`src/rtl/d_e_reg_if.sv`:
```
// Bundle of the D->E pipeline register: D-stage inputs, M/W forward sources, stall controls and E outputs.
// Statistics outputs exist only when DE_STAT_EN is defined.
interface d_e_reg_if #(
    parameter int DW = 32,
    parameter int RW = 5
);
    logic          bubble;
    logic          flush;
    logic          hold;
    logic [DW-1:0] D_PC;
    logic [DW-1:0] D_Instr;
    logic [DW-1:0] D_RS_Data;
    logic [DW-1:0] D_RT_Data;
    logic [RW-1:0] D_RS_Addr;
    logic [RW-1:0] D_RT_Addr;
    logic [DW-1:0] D_EXT;
    logic [3:0]    D_ALUOp;
    logic          D_ALUSrc;
    logic          D_RegWrite;
    logic [RW-1:0] D_WriteReg;
    logic [1:0]    D_Tnew;
    logic          M_RegWrite;
    logic [RW-1:0] M_WriteReg;
    logic [DW-1:0] M_FwdData;
    logic          W_RegWrite;
    logic [RW-1:0] W_WriteReg;
    logic [DW-1:0] W_FwdData;
    logic [DW-1:0] E_PC;
    logic [DW-1:0] E_Instr;
    logic [DW-1:0] E_EXT;
    logic [3:0]    E_ALUOp;
    logic          E_RegWrite;
    logic [RW-1:0] E_WriteReg;
    logic [RW-1:0] E_RS_Addr;
    logic [RW-1:0] E_RT_Addr;
    logic [1:0]    E_Tnew;
    logic [1:0]    E_Tnew_M;
    logic          E_Valid;
    logic [DW-1:0] Src_A;
    logic [DW-1:0] Src_B;
    logic [DW-1:0] E_RT_Fwd;
`ifdef DE_STAT_EN
    logic [31:0]   stat_bubbles;
    logic [31:0]   stat_fwd_m;
    logic [31:0]   stat_fwd_w;
`endif

    modport master (
        output bubble, flush, hold, D_PC, D_Instr, D_RS_Data, D_RT_Data, D_RS_Addr, D_RT_Addr,
               D_EXT, D_ALUOp, D_ALUSrc, D_RegWrite, D_WriteReg, D_Tnew,
               M_RegWrite, M_WriteReg, M_FwdData, W_RegWrite, W_WriteReg, W_FwdData,
        input  E_PC, E_Instr, E_EXT, E_ALUOp, E_RegWrite, E_WriteReg, E_RS_Addr, E_RT_Addr,
               E_Tnew, E_Tnew_M, E_Valid, Src_A, Src_B, E_RT_Fwd
`ifdef DE_STAT_EN
        , input stat_bubbles, stat_fwd_m, stat_fwd_w
`endif
    );

    modport slave (
        input  bubble, flush, hold, D_PC, D_Instr, D_RS_Data, D_RT_Data, D_RS_Addr, D_RT_Addr,
               D_EXT, D_ALUOp, D_ALUSrc, D_RegWrite, D_WriteReg, D_Tnew,
               M_RegWrite, M_WriteReg, M_FwdData, W_RegWrite, W_WriteReg, W_FwdData,
        output E_PC, E_Instr, E_EXT, E_ALUOp, E_RegWrite, E_WriteReg, E_RS_Addr, E_RT_Addr,
               E_Tnew, E_Tnew_M, E_Valid, Src_A, Src_B, E_RT_Fwd
`ifdef DE_STAT_EN
        , output stat_bubbles, stat_fwd_m, stat_fwd_w
`endif
    );
endinterface

```
`src/rtl/d_e_reg.sv`:
```
// Decode-to-Execute pipeline register with bubble/flush/hold and M/W operand forwarding.
// Optional DE_STAT_EN adds bubble and forwarding-source event counters.
module d_e_reg #(
    parameter int            DW     = 32,
    parameter int            RW     = 5,
    parameter logic [DW-1:0] PC_RST = 32'h0000_3000
) (
    input  logic     clk,
    input  logic     reset,
    d_e_reg_if.slave bus
);
    logic [DW-1:0] r_pc, r_instr, r_ext, r_rs_data, r_rt_data;
    logic [RW-1:0] r_rs_addr, r_rt_addr, r_writereg;
    logic [3:0]    r_aluop;
    logic [1:0]    r_tnew;
    logic          r_alusrc, r_regwrite, r_valid;

    logic          w_rs_m, w_rs_w, w_rt_m, w_rt_w;
    logic [DW-1:0] w_src_a, w_rt_fwd;

    always_ff @(posedge clk) begin
        if (reset) begin
            r_pc       <= PC_RST;
            r_instr    <= '0;
            r_ext      <= '0;
            r_rs_data  <= '0;
            r_rt_data  <= '0;
            r_rs_addr  <= '0;
            r_rt_addr  <= '0;
            r_writereg <= '0;
            r_aluop    <= '0;
            r_tnew     <= '0;
            r_alusrc   <= 1'b0;
            r_regwrite <= 1'b0;
            r_valid    <= 1'b0;
        end else if (bus.bubble || bus.flush) begin
            // NOP image, but the D PC is kept for exception tracing
            r_pc       <= bus.D_PC;
            r_instr    <= '0;
            r_ext      <= '0;
            r_rs_data  <= '0;
            r_rt_data  <= '0;
            r_rs_addr  <= '0;
            r_rt_addr  <= '0;
            r_writereg <= '0;
            r_aluop    <= '0;
            r_tnew     <= '0;
            r_alusrc   <= 1'b0;
            r_regwrite <= 1'b0;
            r_valid    <= 1'b0;
        end else if (!bus.hold) begin
            r_pc       <= bus.D_PC;
            r_instr    <= bus.D_Instr;
            r_ext      <= bus.D_EXT;
            r_rs_data  <= bus.D_RS_Data;
            r_rt_data  <= bus.D_RT_Data;
            r_rs_addr  <= bus.D_RS_Addr;
            r_rt_addr  <= bus.D_RT_Addr;
            r_writereg <= bus.D_WriteReg;
            r_aluop    <= bus.D_ALUOp;
            r_tnew     <= bus.D_Tnew;
            r_alusrc   <= bus.D_ALUSrc;
            r_regwrite <= bus.D_RegWrite;
            r_valid    <= 1'b1;
        end
    end

    // $0 is never forwarded; M takes precedence over W
    always_comb begin
        w_rs_m = (r_rs_addr != '0) && bus.M_RegWrite && (bus.M_WriteReg == r_rs_addr);
        w_rs_w = (r_rs_addr != '0) && !w_rs_m && bus.W_RegWrite && (bus.W_WriteReg == r_rs_addr);
        w_rt_m = (r_rt_addr != '0) && bus.M_RegWrite && (bus.M_WriteReg == r_rt_addr);
        w_rt_w = (r_rt_addr != '0) && !w_rt_m && bus.W_RegWrite && (bus.W_WriteReg == r_rt_addr);

        if (r_rs_addr == '0) w_src_a = '0;
        else if (w_rs_m)     w_src_a = bus.M_FwdData;
        else if (w_rs_w)     w_src_a = bus.W_FwdData;
        else                 w_src_a = r_rs_data;

        if (r_rt_addr == '0) w_rt_fwd = '0;
        else if (w_rt_m)     w_rt_fwd = bus.M_FwdData;
        else if (w_rt_w)     w_rt_fwd = bus.W_FwdData;
        else                 w_rt_fwd = r_rt_data;
    end

    assign bus.E_PC       = r_pc;
    assign bus.E_Instr    = r_instr;
    assign bus.E_EXT      = r_ext;
    assign bus.E_ALUOp    = r_aluop;
    assign bus.E_RegWrite = r_regwrite;
    assign bus.E_WriteReg = r_writereg;
    assign bus.E_RS_Addr  = r_rs_addr;
    assign bus.E_RT_Addr  = r_rt_addr;
    assign bus.E_Tnew     = r_tnew;
    assign bus.E_Tnew_M   = (r_tnew == 2'd0) ? 2'd0 : r_tnew - 2'd1;
    assign bus.E_Valid    = r_valid;
    assign bus.Src_A      = w_src_a;
    assign bus.E_RT_Fwd   = w_rt_fwd;
    assign bus.Src_B      = r_alusrc ? r_ext : w_rt_fwd;

`ifdef DE_STAT_EN
    logic [31:0] r_stat_bubbles, r_stat_fwd_m, r_stat_fwd_w;

    always_ff @(posedge clk) begin
        if (reset) begin
            r_stat_bubbles <= '0;
            r_stat_fwd_m   <= '0;
            r_stat_fwd_w   <= '0;
        end else begin
            if (bus.bubble || bus.flush)        r_stat_bubbles <= r_stat_bubbles + 32'd1;
            if (r_valid && (w_rs_m || w_rt_m))  r_stat_fwd_m   <= r_stat_fwd_m + 32'd1;
            if (r_valid && (w_rs_w || w_rt_w))  r_stat_fwd_w   <= r_stat_fwd_w + 32'd1;
        end
    end

    assign bus.stat_bubbles = r_stat_bubbles;
    assign bus.stat_fwd_m   = r_stat_fwd_m;
    assign bus.stat_fwd_w   = r_stat_fwd_w;
`endif
endmodule

```
`src/flat_wrapper.sv`:
```
// flat-port wrapper written by rule: the top's interface ports become plain ports
module d_e_reg_flat 
#(
    parameter int            DW     = 32,
    parameter int            RW     = 5,
    parameter logic [DW-1:0] PC_RST = 32'h0000_3000
)
  (clk, reset, bus_bubble, bus_flush, bus_hold, bus_D_PC, bus_D_Instr, bus_D_RS_Data, bus_D_RT_Data, bus_D_RS_Addr, bus_D_RT_Addr, bus_D_EXT, bus_D_ALUOp, bus_D_ALUSrc, bus_D_RegWrite, bus_D_WriteReg, bus_D_Tnew, bus_M_RegWrite, bus_M_WriteReg, bus_M_FwdData, bus_W_RegWrite, bus_W_WriteReg, bus_W_FwdData, bus_E_PC, bus_E_Instr, bus_E_EXT, bus_E_ALUOp, bus_E_RegWrite, bus_E_WriteReg, bus_E_RS_Addr, bus_E_RT_Addr, bus_E_Tnew, bus_E_Tnew_M, bus_E_Valid, bus_Src_A, bus_Src_B, bus_E_RT_Fwd);
  d_e_reg_if #(.DW(DW), .RW(RW)) bus_i ();
  input  logic clk;
  input  logic reset;
  input wire logic [$bits(bus_i.bubble)-1:0] bus_bubble;
  input wire logic [$bits(bus_i.flush)-1:0] bus_flush;
  input wire logic [$bits(bus_i.hold)-1:0] bus_hold;
  input wire logic [$bits(bus_i.D_PC)-1:0] bus_D_PC;
  input wire logic [$bits(bus_i.D_Instr)-1:0] bus_D_Instr;
  input wire logic [$bits(bus_i.D_RS_Data)-1:0] bus_D_RS_Data;
  input wire logic [$bits(bus_i.D_RT_Data)-1:0] bus_D_RT_Data;
  input wire logic [$bits(bus_i.D_RS_Addr)-1:0] bus_D_RS_Addr;
  input wire logic [$bits(bus_i.D_RT_Addr)-1:0] bus_D_RT_Addr;
  input wire logic [$bits(bus_i.D_EXT)-1:0] bus_D_EXT;
  input wire logic [$bits(bus_i.D_ALUOp)-1:0] bus_D_ALUOp;
  input wire logic [$bits(bus_i.D_ALUSrc)-1:0] bus_D_ALUSrc;
  input wire logic [$bits(bus_i.D_RegWrite)-1:0] bus_D_RegWrite;
  input wire logic [$bits(bus_i.D_WriteReg)-1:0] bus_D_WriteReg;
  input wire logic [$bits(bus_i.D_Tnew)-1:0] bus_D_Tnew;
  input wire logic [$bits(bus_i.M_RegWrite)-1:0] bus_M_RegWrite;
  input wire logic [$bits(bus_i.M_WriteReg)-1:0] bus_M_WriteReg;
  input wire logic [$bits(bus_i.M_FwdData)-1:0] bus_M_FwdData;
  input wire logic [$bits(bus_i.W_RegWrite)-1:0] bus_W_RegWrite;
  input wire logic [$bits(bus_i.W_WriteReg)-1:0] bus_W_WriteReg;
  input wire logic [$bits(bus_i.W_FwdData)-1:0] bus_W_FwdData;
  output wire logic [$bits(bus_i.E_PC)-1:0] bus_E_PC;
  output wire logic [$bits(bus_i.E_Instr)-1:0] bus_E_Instr;
  output wire logic [$bits(bus_i.E_EXT)-1:0] bus_E_EXT;
  output wire logic [$bits(bus_i.E_ALUOp)-1:0] bus_E_ALUOp;
  output wire logic [$bits(bus_i.E_RegWrite)-1:0] bus_E_RegWrite;
  output wire logic [$bits(bus_i.E_WriteReg)-1:0] bus_E_WriteReg;
  output wire logic [$bits(bus_i.E_RS_Addr)-1:0] bus_E_RS_Addr;
  output wire logic [$bits(bus_i.E_RT_Addr)-1:0] bus_E_RT_Addr;
  output wire logic [$bits(bus_i.E_Tnew)-1:0] bus_E_Tnew;
  output wire logic [$bits(bus_i.E_Tnew_M)-1:0] bus_E_Tnew_M;
  output wire logic [$bits(bus_i.E_Valid)-1:0] bus_E_Valid;
  output wire logic [$bits(bus_i.Src_A)-1:0] bus_Src_A;
  output wire logic [$bits(bus_i.Src_B)-1:0] bus_Src_B;
  output wire logic [$bits(bus_i.E_RT_Fwd)-1:0] bus_E_RT_Fwd;
  assign bus_i.bubble = bus_bubble;
  assign bus_i.flush = bus_flush;
  assign bus_i.hold = bus_hold;
  assign bus_i.D_PC = bus_D_PC;
  assign bus_i.D_Instr = bus_D_Instr;
  assign bus_i.D_RS_Data = bus_D_RS_Data;
  assign bus_i.D_RT_Data = bus_D_RT_Data;
  assign bus_i.D_RS_Addr = bus_D_RS_Addr;
  assign bus_i.D_RT_Addr = bus_D_RT_Addr;
  assign bus_i.D_EXT = bus_D_EXT;
  assign bus_i.D_ALUOp = bus_D_ALUOp;
  assign bus_i.D_ALUSrc = bus_D_ALUSrc;
  assign bus_i.D_RegWrite = bus_D_RegWrite;
  assign bus_i.D_WriteReg = bus_D_WriteReg;
  assign bus_i.D_Tnew = bus_D_Tnew;
  assign bus_i.M_RegWrite = bus_M_RegWrite;
  assign bus_i.M_WriteReg = bus_M_WriteReg;
  assign bus_i.M_FwdData = bus_M_FwdData;
  assign bus_i.W_RegWrite = bus_W_RegWrite;
  assign bus_i.W_WriteReg = bus_W_WriteReg;
  assign bus_i.W_FwdData = bus_W_FwdData;
  assign bus_E_PC = bus_i.E_PC;
  assign bus_E_Instr = bus_i.E_Instr;
  assign bus_E_EXT = bus_i.E_EXT;
  assign bus_E_ALUOp = bus_i.E_ALUOp;
  assign bus_E_RegWrite = bus_i.E_RegWrite;
  assign bus_E_WriteReg = bus_i.E_WriteReg;
  assign bus_E_RS_Addr = bus_i.E_RS_Addr;
  assign bus_E_RT_Addr = bus_i.E_RT_Addr;
  assign bus_E_Tnew = bus_i.E_Tnew;
  assign bus_E_Tnew_M = bus_i.E_Tnew_M;
  assign bus_E_Valid = bus_i.E_Valid;
  assign bus_Src_A = bus_i.Src_A;
  assign bus_Src_B = bus_i.Src_B;
  assign bus_E_RT_Fwd = bus_i.E_RT_Fwd;
  d_e_reg #(.DW(DW), .RW(RW), .PC_RST(PC_RST)) u_core (.clk(clk), .reset(reset), .bus(bus_i));
endmodule
```
`config.mk`:
```
export PLATFORM = sky130hd
export DESIGN_NAME = d_e_reg_flat
export DESIGN_NICKNAME = d
export VERILOG_FILES = /design/src/rtl/d_e_reg_if.sv /design/src/rtl/d_e_reg.sv /design/src/flat_wrapper.sv
export SDC_FILE = /design/constraint.sdc
export NUM_CORES = 1
export LEC_CHECK = 0
export BUFFER_PORTS_ARGS = -buffer_cell sky130_fd_sc_hd__buf_2
export CORE_AREA = 2 2 186 188
export CTS_BUF_LIST = sky130_fd_sc_hd__clkbuf_2 sky130_fd_sc_hd__clkbuf_4 sky130_fd_sc_hd__clkbuf_8
export DETAILED_ROUTE_END_ITERATION = 16
export DIE_AREA = 0 0 188 190
export PLACE_DENSITY = 0.55
export RECOVER_POWER = 50
export SLEW_MARGIN = 20
export SYNTH_ARGS = -nofsm -noshare
export SYNTH_HDL_FRONTEND = slang
export SYNTH_SLANG_ARGS = --single-unit
```
`constraint.sdc`:
```
create_clock -name clk -period 3.25 [get_ports clk]
set_input_delay 0.325 -clock clk [delete_from_list [all_inputs] [get_ports clk]]
set_output_delay 0.325 -clock clk [all_outputs]
set_load 0.005 [all_outputs]
```
After elaboration in Yosys (flattened, before gate mapping)
Index checks and enable logic that the tools add are counted.
{"block": "op_classes", "eq_ne": 5, "addsub": 1, "n_mux": 10, "reduce_logical": 19}
{"cell": "two-way mux 32 bit", "count": 9}
{"cell": "equality test 5 bit", "count": 4}
{"cell": "logical AND 1 bit", "count": 10}
{"cell": "logical NOT 5 bit", "count": 2}
{"cell": "nonzero test 5 bit", "count": 2}
{"cell": "logical NOT 1 bit", "count": 2}
{"cell": "logical NOT 2 bit", "count": 1}
{"cell": "two-way mux 2 bit", "count": 1}
{"cell": "!= test 2 x 1 -> 1 bit, second input constant", "count": 1}
{"cell": "OR reduction 2 bit", "count": 1}
{"cell": "subtractor 2 x 1 -> 2 bit, second input constant", "count": 1}
{"cell": "logical OR 1 bit", "count": 1}
{"block": "word_totals", "ff_bits": 184, "in_bits": 264, "wordCells": 48, "output_inout_bits": 217}

Depth between registers and ports, before layout
{"block": "logic_depth", "ltp_word": 11, "depth_mapped": 8, "depth_no_buf": 5}

Worst setup path after synthesis
OpenSTA, ideal clock, no wires.
{"block": "synth_timing", "kind": "register to output", "from": "reg u_core.r_rs_addr[0], in the netlist u_core.bus.E_RS_Addr[0]", "to": "out bus_Src_A[1]", "n_path_buf": 1, "path_slack_ps": 1203, "arrival_time_ps": 1722, "t_required_ps": 2925, "stages_incl_launch_ff": 7, "cell_sequence": "dfxtp_1 > or4_4 > nor2_4 > nor4_4 > buf_4 > mux2i_1 > a211oi_1"}
{"block": "synth_between", "elab_chain_len": 10, "word_cells_on_any_way": 13, "classes_between": "eq/ne: 2; mux: 3; reduce/logical: 8"}
{"element": "from (decl)", "line_no": "d_e_reg.sv:13", "source": "logic [RW-1:0] r_rs_addr, r_rt_addr, r_writereg;"}
{"element": "from (signal assigned)", "line_no": "d_e_reg.sv:57", "source": "r_rs_addr <= bus.D_RS_Addr;"}
{"element": "nonzero test 5 bit", "line_no": "d_e_reg.sv:70, d_e_reg.sv:71"}
{"element": "logical AND 1 bit (2 in a row)", "line_no": "d_e_reg.sv:70", "source": "w_rs_m = (r_rs_addr != '0) && bus.M_RegWrite && (bus.M_WriteReg == r_rs_addr);"}
{"element": "logical NOT 1 bit", "line_no": "d_e_reg.sv:71", "source": "w_rs_w = (r_rs_addr != '0) && !w_rs_m && bus.W_RegWrite && (bus.W_WriteReg == r_rs_addr);"}
{"element": "logical AND 1 bit (3 in a row)", "line_no": "d_e_reg.sv:71"}
{"element": "two-way mux 32 bit", "line_no": "d_e_reg.sv:77", "source": "else if (w_rs_w) w_src_a = bus.W_FwdData;"}
{"element": "two-way mux 32 bit", "line_no": "d_e_reg.sv:76", "source": "else if (w_rs_m) w_src_a = bus.M_FwdData;"}
{"element": "two-way mux 32 bit *", "line_no": "d_e_reg.sv:75", "source": "if (r_rs_addr == '0) w_src_a = '0;"}
{"element": "to (decl)", "line_no": "flat_wrapper.sv:44", "source": "output wire logic [$bits(bus_i.Src_A)-1:0] bus_Src_A;"}
Mark *: on every way between the ends. The rest lies on a longest branch, timed or not.

Final worst setup path
{"block": "layout_timing", "from": "reg u_core.r_rt_addr[3], in the netlist u_core.bus.E_RT_Addr[3]", "to": "out bus_Src_B[7]"}
{"block": "layout_between", "elab_chain_len": 11, "word_cells_on_any_way": 14, "classes_between": "eq/ne: 2; mux: 4; reduce/logical: 8"}
{"element": "from (decl)", "line_no": "d_e_reg.sv:13"}
{"element": "from (signal assigned)", "line_no": "d_e_reg.sv:58", "source": "r_rt_addr <= bus.D_RT_Addr;"}
{"element": "nonzero test 5 bit", "line_no": "d_e_reg.sv:72, d_e_reg.sv:73"}
{"element": "logical AND 1 bit (2 in a row)", "line_no": "d_e_reg.sv:72", "source": "w_rt_m = (r_rt_addr != '0) && bus.M_RegWrite && (bus.M_WriteReg == r_rt_addr);"}
{"element": "logical NOT 1 bit", "line_no": "d_e_reg.sv:73", "source": "w_rt_w = (r_rt_addr != '0) && !w_rt_m && bus.W_RegWrite && (bus.W_WriteReg == r_rt_addr);"}
{"element": "logical AND 1 bit (3 in a row)", "line_no": "d_e_reg.sv:73"}
{"element": "two-way mux 32 bit", "line_no": "d_e_reg.sv:82", "source": "else if (w_rt_w) w_rt_fwd = bus.W_FwdData;"}
{"element": "two-way mux 32 bit", "line_no": "d_e_reg.sv:81", "source": "else if (w_rt_m) w_rt_fwd = bus.M_FwdData;"}
{"element": "two-way mux 32 bit *", "line_no": "d_e_reg.sv:80", "source": "if (r_rt_addr == '0) w_rt_fwd = '0;"}
{"element": "two-way mux 32 bit *", "line_no": "d_e_reg.sv:99", "source": "assign bus.Src_B = r_alusrc ? r_ext : w_rt_fwd;"}
{"element": "to (decl)", "line_no": "flat_wrapper.sv:45", "source": "output wire logic [$bits(bus_i.Src_B)-1:0] bus_Src_B;"}
Marked as above.

==> Flow_metrics.wiki <==
{| class="wikitable"
! Metric !! Value
|-
| Result of the run || finished, violations left
|-
| Violations in the final reports || max-capacitance violations, max-slew violations
|-
| Clock root buffer master || sky130_fd_sc_hd__clkbuf_8
|-
| Count of pins on the block boundary || 481
|-
| Least-Margin Pin Slew || 1710 ps
|-
| Total Nets Final || 1730
|-
| Count of buffers inserted at the top-level ports || 480
|-
| Post-synthesis area per instance || 9.05 sq um
|-
| Grt ovf || 0
|-
| Sequential share of power || 50.1%
|-
| Final Hold Viols || 0
|-
| RSZ-0062 raised after global routing || false
|-
| Number of design rule violations left after detail routing || 0
|-
| Predominant post-synthesis flop cell || sky130_fd_sc_hd__dfxtp_1
|-
| Core region area || 33900 sq um
|-
| Max clock buf depth || 2
|-
| Time the worst path needs with I/O delays and setup || 3060 ps
|-
| Routed length per placed instance || 18.5 um
|-
| Total clock buffers created by CTS || 17
|-
| Hold Crit Depth || 3
|-
| CP Depth || 7
|-
| DRT Pass-1 Iters || 5
|-
| Die Ht || 190 um
|-
| Max Clk Rate || 327 MHz
|-
| # setup viols final || 0
|-
| Count of cell types in the netlist || 34
|-
| Worst vdd ir || 0.270 mV
|-
| HPWL reported at the end of detailed placement || 26800 um
|-
| Maximum number of pins on one net before global-route repair || 85
|-
| Num rows || 68
|-
| Share of the clock period used by the worst path after layout || 94.1%
|-
| Max-slew headroom || -14.1%
|-
| Share of total power consumed by net switching || 28.4%
|-
| Switch Pwr || 1330 uW
|-
| Critical path buffers and inverters || 2
|-
| Fraction of registers with async set or reset after synthesis || 0%
|-
| Final sum of negative setup slack || 0 ps
|-
| Largest stage delay on the critical path || 490 ps
|-
| Initial Utilization || 27.7%
|-
| Power density over cell area || 373 nW/um^2
|-
| Critical path, cell by cell || xor2_1, nor3_4, and3_4, buf_4, a211oi_2, o41ai_2, buf_2
|-
| CTS tree || done
|-
| Post CTS Setup Buffer Count || 0
|-
| Number of non-filler instances in the completed layout || 1937
|-
| Via count of the first global-routing pass || 9000
|-
| Vias after detailed routing || 9162
|-
| Clock network latency to the later pin of the worst-skew pair || 490 ps
|-
| Die area || 35700 sq um
|-
| Sink count of the clock tree || 184
|-
| Via count normalized by instance count || 4.73
|-
| DRC violation total after the first TritonRoute iteration || 464
|-
| Proportion of power drawn by combinational gates || 14.2%
|-
| Classification of the worst setup path || flip-flop to output pin
|-
| Critical Path Sink Type || output pin
|-
| Netlist area before placement || 9400 sq um
|-
| Tightest Hold Check Type || primary input to flip-flop
|-
| P_leak || 0.00599 uW
|-
| Yosys warns || 0
|-
| Share of cells above drive strength 1 || 41.9%
|-
| Crit path DAT || 2730 ps
|-
| Cell Area, Placed || 12200 sq um
|-
| Largest fanout of any net on the critical path || 14
|-
| Gpl congestion || 0.913
|-
| All-Layer GR Usage || 19.4%
|-
| Worst setup SP type || flip-flop
|-
| Crit-path leading delay family || simple AND/OR/NAND/NOR gates
|-
| Final wirelength || 35800 um
|-
| Clock network fraction of total power || 35.7%
|-
| Area grow syn2layout || 34.0%
|-
| Antenna violations before repair || 6
|-
| Synthesized net count || 1302
|-
| Number of maximum-capacitance violations || 2
|-
| Post-Syn Instances || 1038
|-
| Final clock skew || 0 ps
|-
| First-pass GRT wire length || 52900 um
|-
| Min Hold Slack || 52.6 ps
|-
| Die X-Extent || 188 um
|-
| Count of antenna-violating nets left after detailed routing || 0
|-
| Fraction of the yosys area taken by sequential cells || 39.2%
|-
| Max-slew violation count || 167
|-
| Internal power || 3360 uW
|-
| Worst endpoint required time || 2920 ps
|-
| Clock input transition at the sequential cells of the worst setup and hold paths || 110 ps
|-
| Master of the slowest instance on the critical path || sky130_fd_sc_hd__dfxtp_1
|-
| Number of synthesized register bits || 184
|-
| Number of cells traversed by the worst register-to-register path || 2
|-
| Number of synthesized flops with an enable pin || 0
|-
| Number of cells after detailed placement || 1900
|-
| CTS H-Tree Depth || 4
|-
| Cell area after layout || 12600 sq um
|}
==> registers in the layout (all words and copies together) (netlist names) <==
| name | count |
|---|---|
| u_core.bus.E_ALUOp | 4 |
| u_core.bus.E_Tnew | 2 |
| u_core.r_rs_data | 32 |
| u_core.bus.E_RS_Addr | 5 |
| u_core.r_rt_data | 32 |
| u_core.bus.E_WriteReg | 5 |
| u_core.bus.E_PC | 32 |
| u_core.r_alusrc | 1 |
| u_core.bus.E_Valid | 1 |
| u_core.bus.E_RT_Addr | 5 |
| u_core.bus.E_Instr | 32 |
| u_core.bus.E_EXT | 32 |
| u_core.bus.E_RegWrite | 1 |
==> placed cells by master, fill, tap and decap left out, types with 31 or more instances in the layout <==
cell / n
sky130_fd_sc_hd__nor2_1: 216
sky130_fd_sc_hd__nand2_1: 98
sky130_fd_sc_hd__a211oi_2: 58
sky130_fd_sc_hd__buf_2: 464
sky130_fd_sc_hd__a31oi_1: 32
sky130_fd_sc_hd__o41ai_2: 31
sky130_fd_sc_hd__dfxtp_1: 183
sky130_fd_sc_hd__a21oi_1: 31
sky130_fd_sc_hd__nor3_1: 32
sky130_fd_sc_hd__mux2i_1: 183
sky130_fd_sc_hd__inv_1: 33
==> worst register-to-register path: cells and delay by family (launching register included) <==
| family | cells | cell delay [ps] |
|---|---|---|
| flops | 1 | 760 |
| mux | 1 | 160 |
| simple gates | 1 | 130 |
==> logic make-up (layout without fill, tap and decap cells) <==
family / count (synthesis) / in the layout / share of synthesized area, %
buffers and inverters: 125 / 566 / 6.08
and+or+nand+nor: 367 / 367 / 16.0
muxes: 183 / 183 / 19.5
DFF: 184 / 184 / 39.2
xor gates and xnor gates: 19 / 19 / 1.77
other: 0 / 3 / 0
AOI/OAI and AO/OA: 160 / 160 / 17.5
==> per-layer routing <==
layer / track usage, % / vias to the layer above / wire, um
li1: - / 4453 / -
met1: 23.0 / 4297 / 14800
met2: 32.4 / 353 / 17200
met3: 6.49 / 53 / 2760
met4: 7.45 / 6 / 947
met5: 0 / - / 36
==> synthesized netlist by cell type (2+ instances only) <==
library cell	instances	area, sq um
sky130_fd_sc_hd__a211oi_1	6	45.0
sky130_fd_sc_hd__a211oi_2	58	726
sky130_fd_sc_hd__a21oi_1	31	155
sky130_fd_sc_hd__a31oi_1	32	200
sky130_fd_sc_hd__and2_1	3	18.8
sky130_fd_sc_hd__and3_1	2	12.5
sky130_fd_sc_hd__buf_1	6	22.5
sky130_fd_sc_hd__buf_2	7	35.0
sky130_fd_sc_hd__buf_4	7	52.6
sky130_fd_sc_hd__buf_6	9	101
sky130_fd_sc_hd__clkbuf_1	63	236
sky130_fd_sc_hd__dfxtp_1	184	3680
sky130_fd_sc_hd__inv_1	33	124
sky130_fd_sc_hd__mux2i_1	183	1830
sky130_fd_sc_hd__nand2_1	98	368
sky130_fd_sc_hd__nand3b_1	2	15.0
sky130_fd_sc_hd__nand4_1	2	12.5
sky130_fd_sc_hd__nor2_1	216	811
sky130_fd_sc_hd__nor2b_1	2	12.5
sky130_fd_sc_hd__nor3_1	32	160
sky130_fd_sc_hd__nor4_1	2	12.5
sky130_fd_sc_hd__o41ai_2	31	504
sky130_fd_sc_hd__xnor2_1	8	70.1
sky130_fd_sc_hd__xor2_1	11	96.3
==> stage by stage <==
step | power [uW] | util [%] | setup slack (ps)
floorplan | 2730 | - | 1200
global placement | 3060 | 36.0 | 530
detailed placement | 3070 | 36.0 | 499
CTS | 4770 | 37.3 | 50.6
global route | 4920 | 37.1 | 4.83
finish | 4700 | 37.1 | 191
==> power groups by stage <==
stage          Sequential (uW)  Combinational (uW)  Clock [uW]
2_1_floorplan             2400                 333           0
3_3_place_gp              2400                 663           0
3_5_place_dp              2400                 668           0
4_1_cts                   2350                 672        1740
5_1_grt                   2360                 730        1830
6_report                  2350                 666        1680
==> final timing paths <==
kind	start	end	slack, ps
hold reg to reg	u_core.bus.E_PC[30]	u_core.bus.E_PC[30]	450
setup reg to reg	u_core.r_alusrc	u_core.r_alusrc	2110
hold / removal	bus_D_ALUOp[2]	u_core.bus.E_ALUOp[2]	50
setup / recovery	u_core.bus.E_RT_Addr[3]	bus_Src_B[7]	190
==> layout make-up <==
class,instances,area (sq um)
Antenna cell,3,7.51
Clock buffer,19,262
Clock inverter,13,158
Fill cell,3585,21400
Inverter,33,124
Multi-Input combinational cell,729,5190
Sequential cell,184,3690
Tap cell,455,569
Timing Repair Buffer,501,2590
==> timing repair <==
item | CTS | global route
endpoints found under the setup margin | 3 | 4
gates cloned | 0 | 0
hold buffers | 2 | 0
resized for setup | 1 | 2
hold endpoints to repair | 2 | 0
(Power assumes the default switching activity.)
